File: src/rtl/joy_emu_if.sv
// CPU-side bus and host-side button handshake for the virtual controller responder.
// The master drives the CPU bus and host controls; the slave (joy_emu) answers.
interface joy_emu_if;
   logic        cpu_m2;
   logic [15:0] cpu_addr;
   logic        cpu_rw;
   logic [7:0]  cpu_dati;
   logic        en;
   logic        btn_we;
   logic [7:0]  btn_p0;
   logic [7:0]  btn_p1;
   logic [7:0]  dout;
   logic        oe;
   logic        pend;
   logic [15:0] frame_ctr;

   modport master (
      output cpu_m2, cpu_addr, cpu_rw, cpu_dati, en, btn_we, btn_p0, btn_p1,
      input  dout, oe, pend, frame_ctr
   );

   modport slave (
      input  cpu_m2, cpu_addr, cpu_rw, cpu_dati, en, btn_we, btn_p0, btn_p1,
      output dout, oe, pend, frame_ctr
   );
endinterface

File: src/rtl/joy_emu.sv
// Virtual controller responder: answers $4016/$4017 strobe/serial reads with
// host-supplied button bytes, swapped in only at strobe-fall frame boundaries.
module joy_emu #(
   parameter logic [15:0] ADDR_P0  = 16'h4016,
   parameter logic [15:0] ADDR_P1  = 16'h4017,
   parameter logic [7:0]  OPEN_BUS = 8'h40
) (
   input logic     clk,
   input logic     sys_rst_n,
   joy_emu_if.slave bus
);

   logic        m2_s1, m2_s2, m2_d;
   logic        m2_fall;
   logic [15:0] cap_addr;
   logic        cap_rw;
   logic        cap_d0;

   logic        strobe;
   logic [7:0]  shreg0, shreg1;
   logic [3:0]  cnt0, cnt1;
   logic [7:0]  act0, act1;
   logic [7:0]  pend0, pend1;
   logic        pend_q;
   logic [15:0] frame_q;

   logic        wr_p0, rd_p0, rd_p1, strobe_fall;
   logic [7:0]  act0_new, act1_new;
   logic        sel_p1, port_hit, ser_bit;

   // The extra delay stage turns the synchronised m2 into a one-clk falling-edge pulse.
   assign m2_fall     = m2_d & ~m2_s2;
   assign wr_p0       = m2_fall & ~cap_rw & (cap_addr == ADDR_P0);
   assign rd_p0       = m2_fall &  cap_rw & (cap_addr == ADDR_P0);
   assign rd_p1       = m2_fall &  cap_rw & (cap_addr == ADDR_P1);
   assign strobe_fall = wr_p0 & strobe & ~cap_d0;

   // A host write landing on the latching edge bypasses the pending registers.
   assign act0_new = bus.btn_we ? bus.btn_p0 : (pend_q ? pend0 : act0);
   assign act1_new = bus.btn_we ? bus.btn_p1 : (pend_q ? pend1 : act1);

   always_ff @(posedge clk or negedge sys_rst_n) begin
      if (!sys_rst_n) begin
         m2_s1    <= 1'b0;
         m2_s2    <= 1'b0;
         m2_d     <= 1'b0;
         cap_addr <= '0;
         cap_rw   <= 1'b0;
         cap_d0   <= 1'b0;
         strobe   <= 1'b0;
         shreg0   <= '0;
         shreg1   <= '0;
         cnt0     <= '0;
         cnt1     <= '0;
         act0     <= '0;
         act1     <= '0;
         pend0    <= '0;
         pend1    <= '0;
         pend_q   <= 1'b0;
         frame_q  <= '0;
      end else begin
         // NOTE: non-blocking assignments keep every register sampling pre-edge values.
         m2_s1 <= bus.cpu_m2;
         m2_s2 <= m2_s1;
         m2_d  <= m2_s2;

         if (m2_s2) begin
            cap_addr <= bus.cpu_addr;
            cap_rw   <= bus.cpu_rw;
            cap_d0   <= bus.cpu_dati[0];
         end

         if (bus.btn_we) begin
            pend0 <= bus.btn_p0;
            pend1 <= bus.btn_p1;
         end

         if (strobe_fall) begin
            act0    <= act0_new;
            act1    <= act1_new;
            shreg0  <= act0_new;
            shreg1  <= act1_new;
            cnt0    <= '0;
            cnt1    <= '0;
            pend_q  <= 1'b0;
            frame_q <= frame_q + 16'd1;
         end else begin
            if (bus.btn_we)
               pend_q <= 1'b1;
            if (m2_fall && strobe) begin
               shreg0 <= act0;
               shreg1 <= act1;
               cnt0   <= '0;
               cnt1   <= '0;
            end else begin
               if (rd_p0) begin
                  shreg0 <= {shreg0[6:0], 1'b1};
                  cnt0   <= (cnt0 == 4'd8) ? 4'd8 : cnt0 + 4'd1;
               end
               if (rd_p1) begin
                  shreg1 <= {shreg1[6:0], 1'b1};
                  cnt1   <= (cnt1 == 4'd8) ? 4'd8 : cnt1 + 4'd1;
               end
            end
         end

         if (wr_p0)
            strobe <= cap_d0;
      end
   end

   // Read response follows the live bus so the data is valid within the m2-high window.
   assign sel_p1   = (bus.cpu_addr == ADDR_P1);
   assign port_hit = (bus.cpu_addr == ADDR_P0) | sel_p1;
   assign ser_bit  = sel_p1 ? (strobe ? act1[7] : shreg1[7])
                            : (strobe ? act0[7] : shreg0[7]);

   assign bus.dout      = {OPEN_BUS[7:1], ser_bit};
   assign bus.oe        = bus.en & bus.cpu_m2 & bus.cpu_rw & port_hit;
   assign bus.pend      = pend_q;
   assign bus.frame_ctr = frame_q;

endmodule

File: src/flat_wrapper.sv
// flat-port wrapper written by rule: the top's interface ports become plain ports
module joy_emu_flat 
#(
   parameter logic [15:0] ADDR_P0  = 16'h4016,
   parameter logic [15:0] ADDR_P1  = 16'h4017,
   parameter logic [7:0]  OPEN_BUS = 8'h40
)
  (clk, sys_rst_n, bus_cpu_m2, bus_cpu_addr, bus_cpu_rw, bus_cpu_dati, bus_en, bus_btn_we, bus_btn_p0, bus_btn_p1, bus_dout, bus_oe, bus_pend, bus_frame_ctr);
  joy_emu_if bus_i ();
  input logic clk;
  input logic sys_rst_n;
  input wire logic [$bits(bus_i.cpu_m2)-1:0] bus_cpu_m2;
  input wire logic [$bits(bus_i.cpu_addr)-1:0] bus_cpu_addr;
  input wire logic [$bits(bus_i.cpu_rw)-1:0] bus_cpu_rw;
  input wire logic [$bits(bus_i.cpu_dati)-1:0] bus_cpu_dati;
  input wire logic [$bits(bus_i.en)-1:0] bus_en;
  input wire logic [$bits(bus_i.btn_we)-1:0] bus_btn_we;
  input wire logic [$bits(bus_i.btn_p0)-1:0] bus_btn_p0;
  input wire logic [$bits(bus_i.btn_p1)-1:0] bus_btn_p1;
  output wire logic [$bits(bus_i.dout)-1:0] bus_dout;
  output wire logic [$bits(bus_i.oe)-1:0] bus_oe;
  output wire logic [$bits(bus_i.pend)-1:0] bus_pend;
  output wire logic [$bits(bus_i.frame_ctr)-1:0] bus_frame_ctr;
  assign bus_i.cpu_m2 = bus_cpu_m2;
  assign bus_i.cpu_addr = bus_cpu_addr;
  assign bus_i.cpu_rw = bus_cpu_rw;
  assign bus_i.cpu_dati = bus_cpu_dati;
  assign bus_i.en = bus_en;
  assign bus_i.btn_we = bus_btn_we;
  assign bus_i.btn_p0 = bus_btn_p0;
  assign bus_i.btn_p1 = bus_btn_p1;
  assign bus_dout = bus_i.dout;
  assign bus_oe = bus_i.oe;
  assign bus_pend = bus_i.pend;
  assign bus_frame_ctr = bus_i.frame_ctr;
  joy_emu #(.ADDR_P0(ADDR_P0), .ADDR_P1(ADDR_P1), .OPEN_BUS(OPEN_BUS)) u_core (.clk(clk), .sys_rst_n(sys_rst_n), .bus(bus_i));
endmodule
File: config.mk
export PLATFORM = sky130hd
export DESIGN_NAME = joy_emu_flat
export DESIGN_NICKNAME = d
export VERILOG_FILES = /design/src/rtl/joy_emu_if.sv /design/src/rtl/joy_emu.sv /design/src/flat_wrapper.sv
export SDC_FILE = /design/constraint.sdc
export NUM_CORES = 1
export LEC_CHECK = 0
export CORE_MARGIN = 2
export CORE_UTILIZATION = 57
export DETAILED_ROUTE_END_ITERATION = 16
export DONT_BUFFER_PORTS = 1
export PLACE_DENSITY = 0.75
export SYNTH_ARGS = -nofsm -noshare
export SYNTH_HDL_FRONTEND = slang
export SYNTH_SLANG_ARGS = --single-unit
File: constraint.sdc
create_clock -name clk -period 1.9 [get_ports clk]
set_input_delay 0.38 -clock clk [delete_from_list [all_inputs] [get_ports clk]]
set_output_delay 0.38 -clock clk [all_outputs]
set_load 0.05 [all_outputs]
== Word-level counts from Yosys, hierarchy flattened ==
Cells that the tools add are included.

* Flip-flop bits (word level): 87
* Latch bits: 0
* Memory bits (writable): 0
* ROM bits: 0
* Bits of input ports: 46
* Logic and storage cells: 54
* Memories kept: 0

* $add $sub $neg: 1
* Multipliers: 0
* Divide/modulo/power cells: 0
* Magnitude comparators: 0
* Equality and inequality tests: 4
* Shift operators: 0
* Multiplexer cells: 15
* Bitwise gates (word level): 15
* Reductions and logical operators: 4

{| class="wikitable"
|+ Operators with widths
! operator !! count
|-
| two-way mux 8 bit || 10
|-
| equality test 16 x 15 -> 1 bit, second input constant || 4
|-
| adder 16 x 1 -> 16 bit, second input constant || 1
|-
| AND 1 bit || 11
|-
| nonzero test 3 bit || 2
|-
| two-way mux 1 bit || 5
|-
| inverter 1 bit || 3
|-
| nonzero test 2 bit || 1
|-
| logical AND 1 bit || 1
|-
| bitwise OR 1 bit || 1
|}

== Logic depth before layout (Yosys ltp) ==
* Word-level depth: 7
* Mapped depth: 7
* Depth with buffers taken out: 5

== Worst setup path after synthesis ==
No wires, ideal clock.

* Path kind: reg-to-reg
* Start: register u_core.pend_q, in the netlist u_core.bus.pend
* End: register u_core.shreg1[2]
* Data arrival time: 1.854 ns
* Required time: 1.775 ns
* Path slack: -0.079 ns
* Stages on the path, launching flop included: 8
* Cells stage by stage: dfrtp_1 -> buf_2 -> buf_2 -> mux2i_1 -> o21ai_0 -> nand3_1 -> o21ai_1 -> mux2_2

* Longest elaborated chain between the ends: 3

{| class="wikitable"
|+ RTL lines
! element !! RTL line !! source
|-
| start: declaration || joy_emu.sv:24 || <nowiki>logic pend_q;</nowiki>
|-
| start signal: assignment || joy_emu.sv:59 || <nowiki>pend_q <= 1'b0;</nowiki>
|-
| start signal: assignment || joy_emu.sv:85 || <nowiki>pend_q <= 1'b0;</nowiki>
|-
| start signal: assignment || joy_emu.sv:89 || <nowiki>pend_q <= 1'b1;</nowiki>
|-
| two-way mux 8 bit (2 in a row) || joy_emu.sv:40 || <nowiki>assign act1_new = bus.btn_we ? bus.btn_p1 : (pend_q ? pend1 : act1);</nowiki>
|-
| two-way mux 8 bit || joy_emu.sv:78 || <nowiki>if (strobe_fall) begin</nowiki>
|-
| end signal: assignment || joy_emu.sv:82 || <nowiki>shreg1 <= act1_new;</nowiki>
|-
| end signal: assignment || joy_emu.sv:92 || <nowiki>shreg1 <= act1;</nowiki>
|-
| end signal: assignment || joy_emu.sv:101 || <nowiki>shreg1 <= {shreg1[6:0], 1'b1};</nowiki>
|-
| end: declaration || joy_emu.sv:20 || <nowiki>logic [7:0] shreg0, shreg1;</nowiki>
|}

No other way between the ends.
A chain may end at the register's enable or synchronous reset.

== Worst setup path in the final report ==
* Start: input bus_cpu_addr[3]
* End: output bus_dout[0]

* Longest elaborated chain between the ends: 2

{| class="wikitable"
|+ RTL lines
! element !! RTL line !! source
|-
| start: declaration || flat_wrapper.sv:13 || <nowiki>input wire logic [$bits(bus_i.cpu_addr)-1:0] bus_cpu_addr;</nowiki>
|-
| equality test 16 x 15 -> 1 bit || joy_emu.sv:113 || <nowiki>assign sel_p1 = (bus.cpu_addr == ADDR_P1);</nowiki>
|-
| two-way mux 1 bit || joy_emu.sv:115 || <nowiki>assign ser_bit = sel_p1 ? (strobe ? act1[7] : shreg1[7])</nowiki>
|-
| end: declaration || flat_wrapper.sv:20 || <nowiki>output wire logic [$bits(bus_i.dout)-1:0] bus_dout;</nowiki>
|}

No other way between the ends.

==> key figures <==
Die
  • Core area: 7180 sq um
  • Die width: 89.4 um
  • Die H: 89.4 um
  • Initial Util: 58.0%
  • Rows: 31
  • # IOs: 72
  • Die area: 8000 sq um

Global route
  • First-pass GRT wire length: 13100 um
  • Largest net degree at the start of global routing: 88
  • GRT Util Overall: 21.5%
  • Vias in the first global route: 2733
  • Grt ovf: 0
  • Initial antenna violation count: 0

Layout
  • Antenna diodes: 0
  • Register area: 2180 sq um
  • Area grow syn2layout: 20.4%
  • Number of fill cells in the layout: 521
  • Share of layout cells above drive strength 1: 30.0%
  • Multi-input gate area: 1990 sq um
  • Final #Nets: 466

Timing
  • Worst-margin pin slew: 0.513 ns
  • Final Hold Viols: 87
  • Final number of setup-violating endpoints: 18
  • Slew margin rel.: 65.8%
  • Final Cycle Share: 109%
  • Max Fclk: 481 MHz
  • Minimum clock period: 2.08 ns
  • Clk_skew: 0.0106 ns
  • Worst setup margin: -0.180 ns
  • TNS Setup: -0.844 ns
  • RSZ-0062 raised after global routing: yes
  • Slew Viols, Final: 0
  • Minimum hold slack: -0.282 ns

Setup path
  • CP arrival: 1.70 ns
  • CP Launch Type: input pin
  • Crit Path Class: in -> out
  • CP top delay family: multiplexers
  • Crit. End Element: output port
  • Delay of the slowest critical-path stage: 0.69 ns
  • Worst path slowest cell: mux4_2
  • CP Cell Sequence: nor4bb_2 -> nand4_1 -> nor2_2 -> mux4_2
  • Required time worst endpoint: 1.52 ns
  • Worst-path fanout max: 2
  • Crit path buffers/inverters: 0

Placed design
  • IO buf count: 0
  • DP HPWL: 5280 um
  • RD Place Congestion: 0.775
  • Worst slack, placed: -0.305 ns

Clocking
  • CTS root buffer: clkbuf_8
  • Worst-case clock buffer depth: 2
  • CTS tree: done
  • Clk Latency, worst-skew pair: 0.35 ns
  • H-Tree Depth: 3
  • CTS buffer count: 9
  • CTS sink cnt: 87
  • Clock-pin slew on the worst setup and hold paths: 0.08 ns

Drt
  • Routed Antenna Nets: 0
  • Avg WL per Cell: 17.0 um
  • Drt total wl: 8910 um
  • Via count: 2910
  • Iter 0 DRT Violations: 141
  • Drt pass-1 iters: 4
  • DR DRC count: 0
  • Drt via density: 5.56

Logic synthesis
  • Yosys warning total: 0
  • Register area share after synthesis: 52.3%
  • Largest cells by area after synthesis: dfrtp_1 (52%), mux2_2 (8.9%), mux2i_1 (7.2%), nand2_1 (4.9%), o21ai_0 (3.7%)
  • Post-Syn Area per Cell: 10.9 sq um
  • EDFF count, synth: 0
  • Commonest cells post-synth: dfrtp_1 (87), nand2_1 (54), mux2_2 (33), o21ai_0 (31), mux2i_1 (30)
  • Leading area contributor after synthesis: dfrtp_1
  • Top-count cell post-synth: dfrtp_1
  • Synth top area share: 52.3%
  • Synthesized cell area: 4160 sq um
  • Cells after Synth: 382
  • Synth Flop Type: dfrtp_1
  • Ys async rst share: 100%
  • Count of cell types in the netlist: 36
  • Post-synthesis register bit count: 87

Flow run
  • # Max-Cap Violations: 0

Power
  • Pwr Density: 689 nW/um^2
  • Leakage power: 2.48 nW
  • IR Drop Worst-Case VDD: 0.364 mV

Outcome
  • Failing checks: negative hold slack, negative setup slack
  • Status: finished, violations left

Worst hold path
  • Hold Crit Class: in -> async
[through the flow]
| step | utilization, % | std cells | total power, mW | instance area [sq um] | hold slack (ns) |
|---|---|---|---|---|---|
| 3_5_place_dp | 62.7 | 499 | 2.19 | 4500 | 0.0861 |
| 5_1_grt | 69.8 | 523 | 3.60 | 5010 | -0.305 |
| 4_1_cts | 66.9 | 518 | 3.47 | 4800 | -0.298 |
| 6_report | 69.8 | 523 | 3.45 | 5010 | -0.282 |
| 3_3_place_gp | 62.7 | 499 | 2.18 | 4500 | 0.0861 |
| 2_1_floorplan | - | 387 | 2.17 | 4180 | 0.0844 |
[layer usage]
layer	wire length, um	global-route usage, %
met1	3940	29.8
met4	114	7.87
met2	4550	34.2
met5	0	0
met3	302	3.97
[worst register-to-register path, cell delays in order, from the launching register on]
cell and delay (ns):
dfrtp_1 0.41, nor4b_4 0.37, buf_4 0.17, and4_4 0.22
and2_4 0.21, clkbuf_16 0.16, o21ai_1 0.07, mux2_2 0.26
[path summary, 6_finish.rpt]
path / depth (start not counted) / slack (ns) / endpoint / start
max: 4 / -0.18 / bus_dout[0] / bus_cpu_addr[3]
min: 0 / -0.28 / u_core.bus.frame_ctr[14] / sys_rst_n
max reg2reg: 7 / -0.07 / u_core.shreg1[5] / u_core.cap_addr[7]
min reg2reg: 0 / 0.37 / u_core.m2_s2 / u_core.m2_s1
max in group asynchronous: 0 / 2.07 / u_core.act1[0] / sys_rst_n
min in group clk: 0 / 0.05 / u_core.m2_s1 / bus_cpu_m2
[what timing repair did]
action,in CTS,in global routing
gates resized for setup,19,31
cloned,0,2
hold endpoints to repair,87,87
setup endpoints to repair,21,24
setup buffers,3,4
pin swaps,14,23
[power breakdown]
group | leakage [nW] | switching, mW | total (mW) | internal (mW)
Sequential | 1.04 | 0.0451 | 1.97 | 1.92
Combinational | 1.35 | 0.108 | 0.206 | 0.0979
Clock | 0.0936 | 0.636 | 1.28 | 0.644
[cell type report]
class / count / share of cell area (%)
sequential: 87 / 43.5
multi-input combinational: 256 / 39.8
timing repair buffer: 47 / 9.09
clock buffer: 13 / 2.97
tap: 99 / 2.47
inverter: 18 / 1.35
clock inverter: 3 / 0.849
[state kept, by name (all words and copies together) (netlist names), 8 cells and up]
name / count
u_core.cap_addr: 16
u_core.act0: 8
u_core.pend1: 8
u_core.bus.frame_ctr: 16
u_core.shreg0: 8
u_core.act1: 8
u_core.pend0: 8
u_core.shreg1: 8
[kinds of logic after synthesis]
group	synth area share, %
AND/OR/NAND/NOR	15.0
flip-flops	52.3
multiplexers	17.0
AO/OA/AOI/OAI	7.19
buffers and inverters	4.90
XOR/XNOR	3.16
other	0.181
adder cells (fa/ha/maj)	0.301
[placed cells by master, fill, tap and decap left out, types with 3 or more instances in the layout]
master / netlist / final
buf_4: 8 / 36
nand3_2: 0 / 4
nand2_1: 54 / 54
dfrtp_1: 87 / 86
nor4_4: 1 / 4
o21ai_0: 31 / 31
nand4_1: 8 / 8
buf_12: 0 / 3
mux2_4: 0 / 14
xnor2_1: 13 / 13
clkbuf_8: 0 / 10
o21ai_2: 0 / 11
inv_1: 18 / 18
mux2i_1: 30 / 30
clkbuf_1: 11 / 3
nor2_1: 12 / 11
buf_6: 0 / 4
mux2_2: 33 / 20
o21ai_1: 14 / 3
nand3_1: 19 / 15
conb_1: 2 / 7
and3_1: 4 / 4
(Power assumes the default switching activity.)
